`src/rtl/pipe_ctrl_pkg.sv`:
```
// ----------------------------------------------------------------------------
// pipe_ctrl_pkg
// Shared types and constants for the pipeline stall/flush sequencer.
//   ctrl_state_e    : sequencer state (StRun, StMduBusy)
//   REG_ZERO        : architectural register $0, never a hazard source
//   MDU_LATENCY_DEF : default number of cycles an MDU op occupies EX
// ----------------------------------------------------------------------------
package pipe_ctrl_pkg;

  typedef enum logic [0:0] {
    StRun     = 1'b0,
    StMduBusy = 1'b1
  } ctrl_state_e;

  localparam logic [4:0] REG_ZERO = 5'd0;

  localparam int unsigned MDU_LATENCY_DEF = 4;

endpackage

```
`src/rtl/pipeline_stall_ctrl_load_use_detect.sv`:
```
// ----------------------------------------------------------------------------
// load_use_detect
// Purely combinational load-use hazard compare between the load in EX and
// the source registers of the instruction in ID.
// Ports:
//   ex_memread_i : instruction in EX is a load
//   ex_rt_i      : destination register of the load in EX
//   id_rs_i      : rs of the instruction in ID
//   id_rt_i      : rt of the instruction in ID
//   load_use_o   : ID consumes the load result before it can be forwarded
// ----------------------------------------------------------------------------
module load_use_detect
  import pipe_ctrl_pkg::*;
(
  input  logic       ex_memread_i,
  input  logic [4:0] ex_rt_i,
  input  logic [4:0] id_rs_i,
  input  logic [4:0] id_rt_i,
  output logic       load_use_o
);

  logic w_dest_valid;
  logic w_src_match;

  // A load into $0 produces nothing, so it can never stall a consumer.
  assign w_dest_valid = ex_memread_i && (ex_rt_i != REG_ZERO);
  assign w_src_match  = (ex_rt_i == id_rs_i) || (ex_rt_i == id_rt_i);
  assign load_use_o   = w_dest_valid && w_src_match;

endmodule

```
`src/rtl/pipeline_stall_ctrl.sv`:
```
// ----------------------------------------------------------------------------
// pipeline_stall_ctrl
// Stall/flush sequencer for the 5-stage pipeline. Covers the hazards that
// forwarding cannot: load-use, taken-branch squash and multi-cycle MDU
// occupancy of EX. Drives the enables/flushes of PC, IF/ID, ID/EX, EX/MEM.
//
// Optional feature macro: STALL_STATS_EN
//   When defined, adds stall_cycles_o (cycles with pc_write_o=0) and
//   flush_count_o (cycles with ifid_flush_o=1), both cleared by rst_i and
//   wrapping at 2^32.
//
// Parameters:
//   MDU_LATENCY : cycles an MDU op occupies EX (2..16)
//   CNT_W       : countdown width, must hold MDU_LATENCY-1
// Ports:
//   clk_i, rst_i          : clock, synchronous active-high reset
//   id_rs_i, id_rt_i      : source registers of the instruction in ID
//   id_mdu_i              : instruction in ID is a mult/div
//   ex_rt_i, ex_memread_i : destination and load flag of the EX instruction
//   ex_branch_taken_i     : branch resolved taken in EX this cycle
//   pc_write_o, ifid_write_o, idex_write_o : register enables
//   ifid_flush_o, idex_flush_o, exmem_flush_o : bubble/zero requests
//   mdu_busy_o            : MDU sequence in progress
// ----------------------------------------------------------------------------
module pipeline_stall_ctrl
  import pipe_ctrl_pkg::*;
#(
  parameter int unsigned MDU_LATENCY = MDU_LATENCY_DEF,
  parameter int unsigned CNT_W       = 4
) (
  input  logic        clk_i,
  input  logic        rst_i,
  input  logic [4:0]  id_rs_i,
  input  logic [4:0]  id_rt_i,
  input  logic        id_mdu_i,
  input  logic [4:0]  ex_rt_i,
  input  logic        ex_memread_i,
  input  logic        ex_branch_taken_i,
  output logic        pc_write_o,
  output logic        ifid_write_o,
  output logic        ifid_flush_o,
  output logic        idex_write_o,
  output logic        idex_flush_o,
  output logic        exmem_flush_o,
`ifdef STALL_STATS_EN
  output logic [31:0] stall_cycles_o,
  output logic [31:0] flush_count_o,
`endif
  output logic        mdu_busy_o
);

  // The entry cycle itself lets the op into EX, so only LATENCY-1 stall
  // cycles are counted down.
  localparam logic [CNT_W-1:0] CntLoad = CNT_W'(MDU_LATENCY - 1);
  localparam logic [CNT_W-1:0] CntOne  = CNT_W'(1);

  ctrl_state_e      r_state;
  ctrl_state_e      w_state_next;
  logic [CNT_W-1:0] r_cnt;
  logic [CNT_W-1:0] w_cnt_next;
  logic             w_load_use;

  load_use_detect u_load_use_detect (
    .ex_memread_i (ex_memread_i),
    .ex_rt_i      (ex_rt_i),
    .id_rs_i      (id_rs_i),
    .id_rt_i      (id_rt_i),
    .load_use_o   (w_load_use)
  );

  // State register and countdown.
  always_ff @(posedge clk_i) begin
    if (rst_i) begin
      r_state <= StRun;
      r_cnt   <= '0;
    end else begin
      r_state <= w_state_next;
      r_cnt   <= w_cnt_next;
    end
  end

  // Next-state logic. cnt is only loaded on entry to StMduBusy and leaves
  // at 1, so it never underflows.
  always_comb begin
    w_state_next = r_state;
    w_cnt_next   = r_cnt;
    unique case (r_state)
      StRun: begin
        // A taken branch squashes ID, and a load-use stall holds the MDU op
        // in ID until it can issue.
        if (!ex_branch_taken_i && !w_load_use && id_mdu_i) begin
          w_state_next = StMduBusy;
          w_cnt_next   = CntLoad;
        end
      end
      StMduBusy: begin
        w_cnt_next = r_cnt - CntOne;
        if (r_cnt == CntOne) begin
          w_state_next = StRun;
        end
      end
      default: begin
        w_state_next = StRun;
        w_cnt_next   = '0;
      end
    endcase
  end

  // Output logic, combinational from state and inputs. Reset overrides at
  // once so an aborted MDU sequence releases the pipeline in the same cycle.
  always_comb begin
    pc_write_o    = 1'b1;
    ifid_write_o  = 1'b1;
    ifid_flush_o  = 1'b0;
    idex_write_o  = 1'b1;
    idex_flush_o  = 1'b0;
    exmem_flush_o = 1'b0;
    mdu_busy_o    = 1'b0;
    if (!rst_i) begin
      unique case (r_state)
        StRun: begin
          if (ex_branch_taken_i) begin
            ifid_flush_o = 1'b1;
            idex_flush_o = 1'b1;
          end else if (w_load_use) begin
            pc_write_o   = 1'b0;
            ifid_write_o = 1'b0;
            idex_flush_o = 1'b1;
          end
        end
        StMduBusy: begin
          // EX holds the MDU op; everything upstream freezes and MEM gets
          // bubbles until the result is ready.
          pc_write_o    = 1'b0;
          ifid_write_o  = 1'b0;
          idex_write_o  = 1'b0;
          exmem_flush_o = 1'b1;
          mdu_busy_o    = 1'b1;
        end
        default: begin
          pc_write_o = 1'b1;
        end
      endcase
    end
  end

`ifdef STALL_STATS_EN
  logic [31:0] r_stall_cycles;
  logic [31:0] r_flush_count;

  always_ff @(posedge clk_i) begin
    if (rst_i) begin
      r_stall_cycles <= '0;
      r_flush_count  <= '0;
    end else begin
      if (!pc_write_o) begin
        r_stall_cycles <= r_stall_cycles + 32'd1;
      end
      if (ifid_flush_o) begin
        r_flush_count <= r_flush_count + 32'd1;
      end
    end
  end

  assign stall_cycles_o = r_stall_cycles;
  assign flush_count_o  = r_flush_count;
`endif

endmodule

```
`config.mk`:
```
export PLATFORM = sky130hd
export DESIGN_NAME = pipeline_stall_ctrl
export DESIGN_NICKNAME = d
export VERILOG_FILES = /design/src/rtl/pipe_ctrl_pkg.sv /design/src/rtl/pipeline_stall_ctrl_load_use_detect.sv /design/src/rtl/pipeline_stall_ctrl.sv
export SDC_FILE = /design/constraint.sdc
export NUM_CORES = 1
export LEC_CHECK = 0
export ABC_AREA = 0
export CAP_MARGIN = 20
export CORE_AREA = 2 2 39 41
export DETAILED_ROUTE_END_ITERATION = 8
export DIE_AREA = 0 0 41 43
export GPL_TIMING_DRIVEN = 0
export PLACE_DENSITY = 0.72
export SLEW_MARGIN = 20
export SYNTH_ARGS = -nofsm -noshare
export SYNTH_HDL_FRONTEND = slang
export SYNTH_HIERARCHICAL = 1
export SYNTH_SLANG_ARGS = --single-unit
export TNS_END_PERCENT = 10
```
`constraint.sdc`:
```
create_clock -name clk_i -period 2 [get_ports clk_i]
set_input_delay 0.4 -clock clk_i [delete_from_list [all_inputs] [get_ports clk_i]]
set_output_delay 0.4 -clock clk_i [all_outputs]
set_load 0.005 [all_outputs]
```
; Word-level counts from Yosys, hierarchy flattened
; Index checks and enable logic that the tools add are counted.
[classes]
n_eq_ne = 4
n_bitwise = 1
reduce_logical = 8
add_sub_neg = 1
mux = 20
[ops]
columns = operator, n
row1 = two-way mux 1 bit, 16
row2 = == test 5 bit, 2
row3 = case mux 4 bit (2 select lines), 1
row4 = nonzero test 5 bit, 1
row5 = == test 4 x 1 -> 1 bit (second input constant), 1
row6 = logical AND 1 bit, 4
row7 = two-way mux 4 bit, 1
row8 = case mux 1 bit (2 select lines), 2
row9 = subtractor 4 x 1 -> 4 bit (second input constant), 1
row10 = zero test 1 bit, 2
row11 = inequality test 2 bit (second input constant), 1
row12 = logical OR 1 bit, 1
row13 = inverter 1 bit, 1
[word_totals]
out_inout_bits = 7
word_cells = 36
regBits = 5

; Logic depth before layout (Yosys ltp)
; Gate-level depths: netlist (run 1).
[depth]
ltp_word = 8
ltp_mapped = 7
depth_no_buf = 7

; Cells and area by module
; Netlist (run 1), hierarchy kept.
[modules_own_cells]
columns = module, seq_area_each_um2, area_each_um2, n_inst, cells_per_inst
row1 = pipeline_stall_ctrl, 100.1, 306.5, 1, 34
row2 = load_use_detect, 0.0, 125.1, 1, 17

; Least setup slack after synthesis (run 1)
; Ideal clock, no wire load.
[synth_path]
path_type = input to output
from = in ex_rt_i[1]
to = out pc_write_o
arrival_time_ps = 1383
cell_stages = 6
setup_slack_ps = 217
required_time_ps = 1600
cell_sequence = or4_1 > o21ai_1 > a21oi_1 > nand2b_1 > a21o_1 > buf_4
[synth_between]
elab_chain_cells = 7
word_cells_on_any_way = 10
[synth_rtl]
columns = item, line
row1 = from (decl), pipeline_stall_ctrl.sv:36  ; input logic [4:0] ex_rt_i,
row2 = == test 5 bit / nonzero test 5 bit (equally long branches), "pipeline_stall_ctrl_load_use_detect.sv:27, pipeline_stall_ctrl_load_use_detect.sv:26"
row3 = logical OR 1 bit / logical AND 1 bit (equally long branches), "pipeline_stall_ctrl_load_use_detect.sv:27, pipeline_stall_ctrl_load_use_detect.sv:26"
row4 = logical AND 1 bit *, pipeline_stall_ctrl_load_use_detect.sv:28  ; assign load_use_o = w_dest_valid && w_src_match;
row5 = via w_load_use, pipeline_stall_ctrl.sv:61  ; logic w_load_use;
row6 = two-way mux 1 bit * (2 in series), -
row7 = case mux 1 bit (2 select lines) *, -
row8 = two-way mux 1 bit *, -
row9 = to (decl), pipeline_stall_ctrl.sv:39  ; output logic pc_write_o,
; The timed path passes the listed nets; every way through them passes the cells marked *.

; Worst setup path after layout (run 1)
[layout_path]
from = in ex_rt_i[4]
to = out pc_write_o
[layout_between]
elab_chain_cells = 7
word_cells_on_any_way = 10
[layout_rtl]
columns = item, line
row1 = == test 5 bit / nonzero test 5 bit (equally long branches), "pipeline_stall_ctrl_load_use_detect.sv:27, pipeline_stall_ctrl_load_use_detect.sv:26"
row2 = logical OR 1 bit / logical AND 1 bit (equally long branches), "pipeline_stall_ctrl_load_use_detect.sv:27, pipeline_stall_ctrl_load_use_detect.sv:26"
row3 = logical AND 1 bit *, pipeline_stall_ctrl_load_use_detect.sv:28
row4 = via w_load_use, pipeline_stall_ctrl.sv:61
row5 = two-way mux 1 bit *, pipeline_stall_ctrl.sv:125  ; end else if (w_load_use) begin
row6 = two-way mux 1 bit *, pipeline_stall_ctrl.sv:122  ; if (ex_branch_taken_i) begin
row7 = case mux 1 bit (2 select lines) *, pipeline_stall_ctrl.sv:120  ; unique case (r_state)
row8 = two-way mux 1 bit *, pipeline_stall_ctrl.sv:119  ; if (!rst_i) begin
; Marks and branches as above.

==> impl_metrics.json, run 1 <==
{
  "yosys.area.top_type": "dfxtp_1",
  "cts.sinks": 5,
  "fin_nets": 103,
  "drt-total-wl_mm": 1.07,
  "worst_setup_path_end_kind": "primary output",
  "io_pins": 27,
  "synth_most_common_cell": "xor2_1",
  "grt_max_degree": 10,
  "crit_top_cell": "buf_6",
  "die_area_sq_mm": 0.00176,
  "status": "finished, violations left",
  "netSwitchingPower_mw": 0.0955,
  "cpLargestDelayFamily": "simple AND/OR/NAND/NOR gates",
  "fin_crit_sh_pct": 101,
  "rsz0062_at_grt": "yes",
  "synth_top_cell_area_share_pct": 23.2,
  "clockRootBuffer": "clkbuf_4",
  "cp.arrival_ns": 1.61,
  "cp_slowest_stage_delay_ns": 0.20,
  "port_buffers": 25,
  "p_int_mw": 0.253,
  "yosys_warnings": 6,
  "cts-hold-fix-buffers": 0,
  "drt.antenna.violating_nets": 0,
  "relSlewSlack_pct": 73.3,
  "p_total_mw": 0.349,
  "fin_hold_ws_ns": 0.513,
  "switching_share_pct": 27.4,
  "grt_pass1_vias": 438,
  "synthTopCellsByCount": "6 x xor2_1, 5 x dfxtp_1, 5 x xnor2_1, 4 x inv_1, 4 x nor3_1",
  "dieWidth_microns": 41,
  "start_util_pct": 31.2,
  "p_leak_nw": 0.308,
  "hold_viol": 0,
  "synth_seq_cells": 5,
  "path_max_fanout": 3,
  "start_kind": "input pin",
  "drc": 0,
  "fin_crit_ns": 2.01,
  "post-route-worst-setup-slack_ns": -0.0113,
  "max_freq_mhz": 497,
  "cts_max_level": 1,
  "avgSynthCellArea_sq_um": 8.46,
  "max_cap_violations": 0,
  "power_density_mw_per_mm2": 494,
  "synthFlopType": "dfxtp_1",
  "clockBufferDepth": 2,
  "numCtsBuffers": 3,
  "clkPwrFrac_pct": 32.7,
  "hp-class": "flop to flop",
  "grt_overflow": 0,
  "violations": "negative setup slack",
  "finalClockSkew_ns": 0.00179,
  "worstSetupPathType": "input pin to primary output",
  "p_seq_share_pct": 33.3,
  "coreArea_sq_mm": 0.00138,
  "clk_latency_ns": 0.24,
  "cts_setup_buffers": 0,
  "syn_nets": 73,
  "vias_per_cell": 4.68,
  "grt_pass1_wl_mm": 1.81,
  "pwr-share-comb_pct": 34.1,
  "synth_edf_count": 0,
  "layout-drive-gt1-share_pct": 36.3,
  "gp_congestion": 0.733,
  "synthArstFlopShare_pct": 0,
  "path_cells": "buf_8, xor2_1, nor3_1, nand3_1, a21oi_2, nand2b_1, a21o_1, buf_6, buf_6",
  "grt_usage_pct": 15.2,
  "synth_area_leaders": "dfxtp_1 23%, xor2_1 12%, xnor2_1 10%, ha_1 5.8%, nor3_1 4.6%",
  "critPathSlowestCell": "nor3_1",
  "worst-path-buf-inv": 3,
  "diodes": 0,
  "die_h_microns": 43,
  "clk_pin_slew_worst_paths_ns": 0.04,
  "slew_viol_final": 0,
  "post-place-cells": 92,
  "wire_per_inst_microns": 11.1,
  "dpl.hpwl_microns": 899,
  "seq_area_frac_synth_pct": 23.2,
  "max_slew.worst_pin.slew_ns": 0.400,
  "synth_area_sq_um": 432,
  "final_cells": 96,
  "firstDrtPassIters": 2,
  "antenna_found_initial": 0,
  "synth.distinct_cells": 27,
  "areaGrowthSynthToFinish_pct": 63.5,
  "vias": 449,
  "vdd_drop_max_mv": 0.391,
  "critical_path_required_ns": 1.60,
  "synthCells": 51,
  "cts_tree": "built",
  "setup_viol": 1,
  "drt_iter0_drc": 5,
  "rows": 14
}
==> power by group through the flow <==
stage	registers, mW	logic [mW]	clock network (mW)
6_report	0.116	0.119	0.114
5_1_grt	0.117	0.132	0.127
4_1_cts	0.116	0.118	0.118
3_5_place_dp	0.118	0.126	0
3_3_place_gp	0.117	0.124	0
2_1_floorplan	0.116	0.0607	0
==> tightest hold or removal path, cell delays in order, from the launching register on <==
cell and delay (ns):
dfxtp_1 0.33, inv_1 0.08, a21oi_1 0.06
==> routing by layer <==
metal | track usage [%] | vias up | wire length [microns]
li1 | - | 232 | -
met2 | 25.6 | 13 | 567
met5 | 0 | - | 0
met4 | 2.00 | 0 | 0
met3 | 6.28 | 0 | 65
met1 | 17.4 | 204 | 432
==> area by class of cell <==
| type | instances | area, sq um |
|---|---|---|
| Fill cell | 143 | 678 |
| Multi-Input combinational cell | 38 | 313 |
| Timing Repair Buffer | 25 | 198 |
| Sequential cell | 5 | 100 |
| Buffer | 4 | 33.8 |
| Clock buffer | 4 | 26.3 |
| Tap cell | 16 | 20.0 |
| Inverter | 4 | 15.0 |
==> kinds of logic after synthesis <==
group,Yosys count,share of synthesized area (%)
simple gates,16,24.3
compound gates,9,13.9
fa+ha+maj,2,5.80
xor+xnor,11,22.3
flops,5,23.2
buf+inv,8,10.4
==> what timing repair did <==
item / CTS / global route
resized for setup: 70 / 3
endpoints found under the setup margin: 6 / 4
pin swaps: 16 / 5
==> per-stage QoR <==
stage | util (%) | setup slack (ns) | TNS (ns) | cell area (sq um)
after detailed placement | 50.7 | -0.826 | -3.50 | 702
after floorplan | - | 0.217 | 0 | 432
final | 51.0 | -0.0113 | -0.0113 | 706
after CTS | 50.4 | -0.0171 | -0.0171 | 697
after global placement | 50.7 | -0.829 | -3.48 | 702
after global routing | 51.0 | -0.0735 | -0.0906 | 706
==> final timing paths <==
check	startpoint	end	slack, ns	cells past startpoint
hold / removal	r_cnt[0]$_SDFFE_PP0P_	r_cnt[0]$_SDFFE_PP0P_	0.51	2
setup / recovery	ex_rt_i[4]	pc_write_o	-0.01	9
hold reg to reg	r_cnt[0]$_SDFFE_PP0P_	r_cnt[0]$_SDFFE_PP0P_	0.51	2
setup reg to reg	r_state$_SDFF_PP0_	r_cnt[3]$_SDFFE_PP0P_	0.77	3
==> flip-flops by register name, indices dropped and copies added, names as in the netlist <==
signal   cells
r_cnt        4
r_state      1
==> cell usage in the layout, fill, tap and decap left out, types with 2 or more instances in the layout <==
cell type / synthesis / final
clkbuf_4: 0 / 3
buf_2: 0 / 11
nor3_1: 4 / 3
inv_1: 4 / 4
dlygate4sd2_1: 0 / 5
buf_6: 1 / 3
xnor2_1: 5 / 5
a21oi_1: 3 / 2
nand3_1: 2 / 2
ha_1: 2 / 2
buf_8: 0 / 2
nor3_2: 1 / 2
dfxtp_1: 5 / 5
buf_4: 2 / 2
xor2_1: 6 / 6
clkbuf_1: 1 / 2
clkdlybuf4s50_1: 0 / 5
No activity file was read; power rests on OpenSTA's default activity.
==> inputs of run 2 (changes only) <==
--- a/config.mk
+++ b/config.mk
@@ -6,6 +6,7 @@
 export NUM_CORES = 1
 export LEC_CHECK = 0
 export ABC_AREA = 0
+export ABC_CLOCK_PERIOD_IN_PS = 2000
 export CAP_MARGIN = 20
 export CORE_AREA = 2 2 39 41
 export DETAILED_ROUTE_END_ITERATION = 8
==> constraint.sdc (replaced) <==
create_clock -name clk_i -period 2 [get_ports clk_i]
set_input_delay 0.5 -clock clk_i [delete_from_list [all_inputs] [get_ports clk_i]]
set_output_delay 0.5 -clock clk_i [all_outputs]
set_load 0.005 [all_outputs]
==> run 2 against run 1 <==
Clock skew unchanged. Cell area is the same. Total power shrank 0.10%. Die area unchanged. Highest routed layer unchanged. Via count is the same. Final cell count unchanged. Register-to-register slack about the same. The run still ends with negative setup slack left. Sequential power hardly changed. Sequential share of layout area is the same. Clock power about the same. Combinational power about the same. Largest power group unchanged. Worst setup slack lost 0.20 ns.
==> impl_metrics.json, run 2 (same netlist as run 1, synthesis figures left out) <==
{
  "fillers": 143,
  "cts_setup_buffers": 0,
  "power_density_mw_per_mm2": 494,
  "slew_viol_final": 0,
  "antenna_found_initial": 0,
  "regMostFlops": "r_cnt",
  "fin_nets": 103,
  "hp-class": "flop to flop",
  "grt_pass1_wl_mm": 1.81,
  "final_cells": 96,
  "max_cap_violations": 0,
  "largest_register_ffs": 4,
  "start_kind": "input pin",
  "critical_path_required_ns": 1.50,
  "crit_top_cell": "buf_6",
  "areaGrowthSynthToFinish_pct": 63.5,
  "top_regs": "r_cnt x4, r_state x1",
  "clk_latency_ns": 0.24,
  "met3_usage_pct": 6.28,
  "drc": 0,
  "max_slew.worst_pin.slew_ns": 0.288,
  "cpLargestDelayFamily": "simple AND/OR/NAND/NOR gates",
  "post-route-util_pct": 51.0,
  "cp_slowest_stage_delay_ns": 0.20,
  "crit-reg2reg-capture": "r_cnt[3]$_SDFFE_PP0P_",
  "use_met1_pct": 17.4,
  "drt.antenna.violating_nets": 0,
  "vias": 449,
  "dieWidth_microns": 41,
  "max_freq_mhz": 452,
  "rr_startpoint": "r_state$_SDFF_PP0_",
  "port_buffers": 25,
  "layout-drive-gt1-share_pct": 37.5,
  "diodes": 0,
  "path_cells": "buf_8, xor2_1, nor3_1, nand3_1, a21oi_2, nand2b_1, a21o_1, buf_6, buf_6",
  "wire_per_inst_microns": 11.1,
  "dpl.hpwl_microns": 899,
  "fin_crit_sh_pct": 111,
  "relSlewSlack_pct": 80.8,
  "rsz0062_at_grt": "yes",
  "cts_max_level": 1,
  "multiInputGateArea_sq_um": 313,
  "worstSetupPathType": "input pin to primary output",
  "drt_iter0_drc": 5,
  "clockBufferDepth": 2,
  "grt_pass1_vias": 438,
  "clockRootBuffer": "clkbuf_4",
  "clk_pin_slew_worst_paths_ns": 0.04,
  "seq_area_sq_um": 100,
  "finalClockSkew_ns": 0.00179,
  "grt.met2_usage_pct": 25.6,
  "vias_per_cell": 4.68,
  "holdCritStartpoint": "r_cnt[0]$_SDFFE_PP0P_",
  "start_util_pct": 31.2,
  "drt-total-wl_mm": 1.07,
  "worst_setup_path_end_kind": "primary output",
  "firstDrtPassIters": 2,
  "global_route.peak_usage_layer": "met2",
  "grt_max_degree": 10,
  "setup_viol": 3,
  "path_max_fanout": 3,
  "io_pins": 27,
  "numCtsBuffers": 3,
  "rows": 14,
  "critPathSlowestCell": "nor3_1",
  "mostFrequentLayoutCell": "buf_2",
  "grt_overflow": 0,
  "cts_tree": "built",
  "ff2ff_path_depth": 3,
  "fin_crit_ns": 2.21,
  "whs_path_depth": 2,
  "grt_usage_pct": 15.2,
  "min_to": "r_cnt[0]$_SDFFE_PP0P_",
  "coreArea_sq_mm": 0.00138,
  "gp_congestion": 0.733,
  "die_h_microns": 43,
  "p_leak_nw": 0.316,
  "worst-path-buf-inv": 3,
  "cts-hold-fix-buffers": 0,
  "cts.sinks": 5,
  "violations": "negative setup slack",
  "post-place-cells": 92,
  "die_area_sq_mm": 0.00176,
  "hold_viol": 0,
  "cp.arrival_ns": 1.71,
  "vdd_drop_max_mv": 0.391,
  "layout_common_cells": "11 x buf_2, 6 x dlygate4sd2_1, 6 x xor2_1",
  "r2r_slack_ns": 0.77,
  "post-route-worst-setup-slack_ns": -0.211,
  "status": "finished, violations left"
}
[run 2: cell count changes in the layout (fill, tap and decap cells not counted), sizes merged]
cell,delta
dlygate4sd2,+1
clkdlybuf4s50,-1
[run 2: routing by layer]
metal  routed length (microns)  vias up
met5                         0        -
met4                         0        0
met3                        72        0
met2                       569       13
met1                       426      204
li1                          -      232
[run 2: power breakdown]
group	switching, mW	internal [mW]	total, mW
logic	0.0501	0.0682	0.118
registers	0.00676	0.109	0.116
clock network	0.0386	0.0752	0.114
total	0.0955	0.253	0.348
[run 2: worst reg2reg max path, cell delays in order (launching register included)]
cell	delay, ns
dfxtp_1	0.31
buf_6	0.12
or4b_4	0.47
a31o_1	0.22
[run 2: what timing repair did]
item	4_1_cts	5_1_grt
gates resized for setup	73	2
endpoints found under the hold margin	0	0
setup endpoints to repair	11	3
pin swaps	16	5
cloned	0	0
[run 2: final cells by class]
type / count / area share (%)
Multi-Input combinational cell: 38 / 44.3
Clock buffer: 4 / 3.72
Tap cell: 16 / 2.84
Buffer: 4 / 4.96
Sequential cell: 5 / 14.2
Timing Repair Buffer: 25 / 27.8
Inverter: 4 / 2.13
[run 2: worst max path at each step]
stage	start	to	slack, ns	depth (start not counted)
after floorplan	ex_rt_i[1]	pc_write_o	0.02	6
after global placement	ex_rt_i[0]	pc_write_o	-1.03	9
after detailed placement	ex_rt_i[0]	pc_write_o	-1.03	9
after CTS	ex_rt_i[3]	pc_write_o	-0.22	8
after global routing	ex_rt_i[4]	pc_write_o	-0.27	9
final	ex_rt_i[4]	pc_write_o	-0.21	9
[run 2: stage by stage]
| step | area, sq um | TNS (ns) | hold WS [ns] | power (mW) | setup slack (ns) |
|---|---|---|---|---|---|
| floorplan | 432 | 0 | 0.476 | 0.177 | 0.0171 |
| global placement | 702 | -4.92 | 0.502 | 0.242 | -1.03 |
| detailed placement | 702 | -4.97 | 0.510 | 0.244 | -1.03 |
| CTS | 694 | -0.518 | 0.515 | 0.351 | -0.217 |
| global route | 706 | -0.675 | 0.541 | 0.376 | -0.273 |
| finish | 706 | -0.505 | 0.513 | 0.348 | -0.211 |
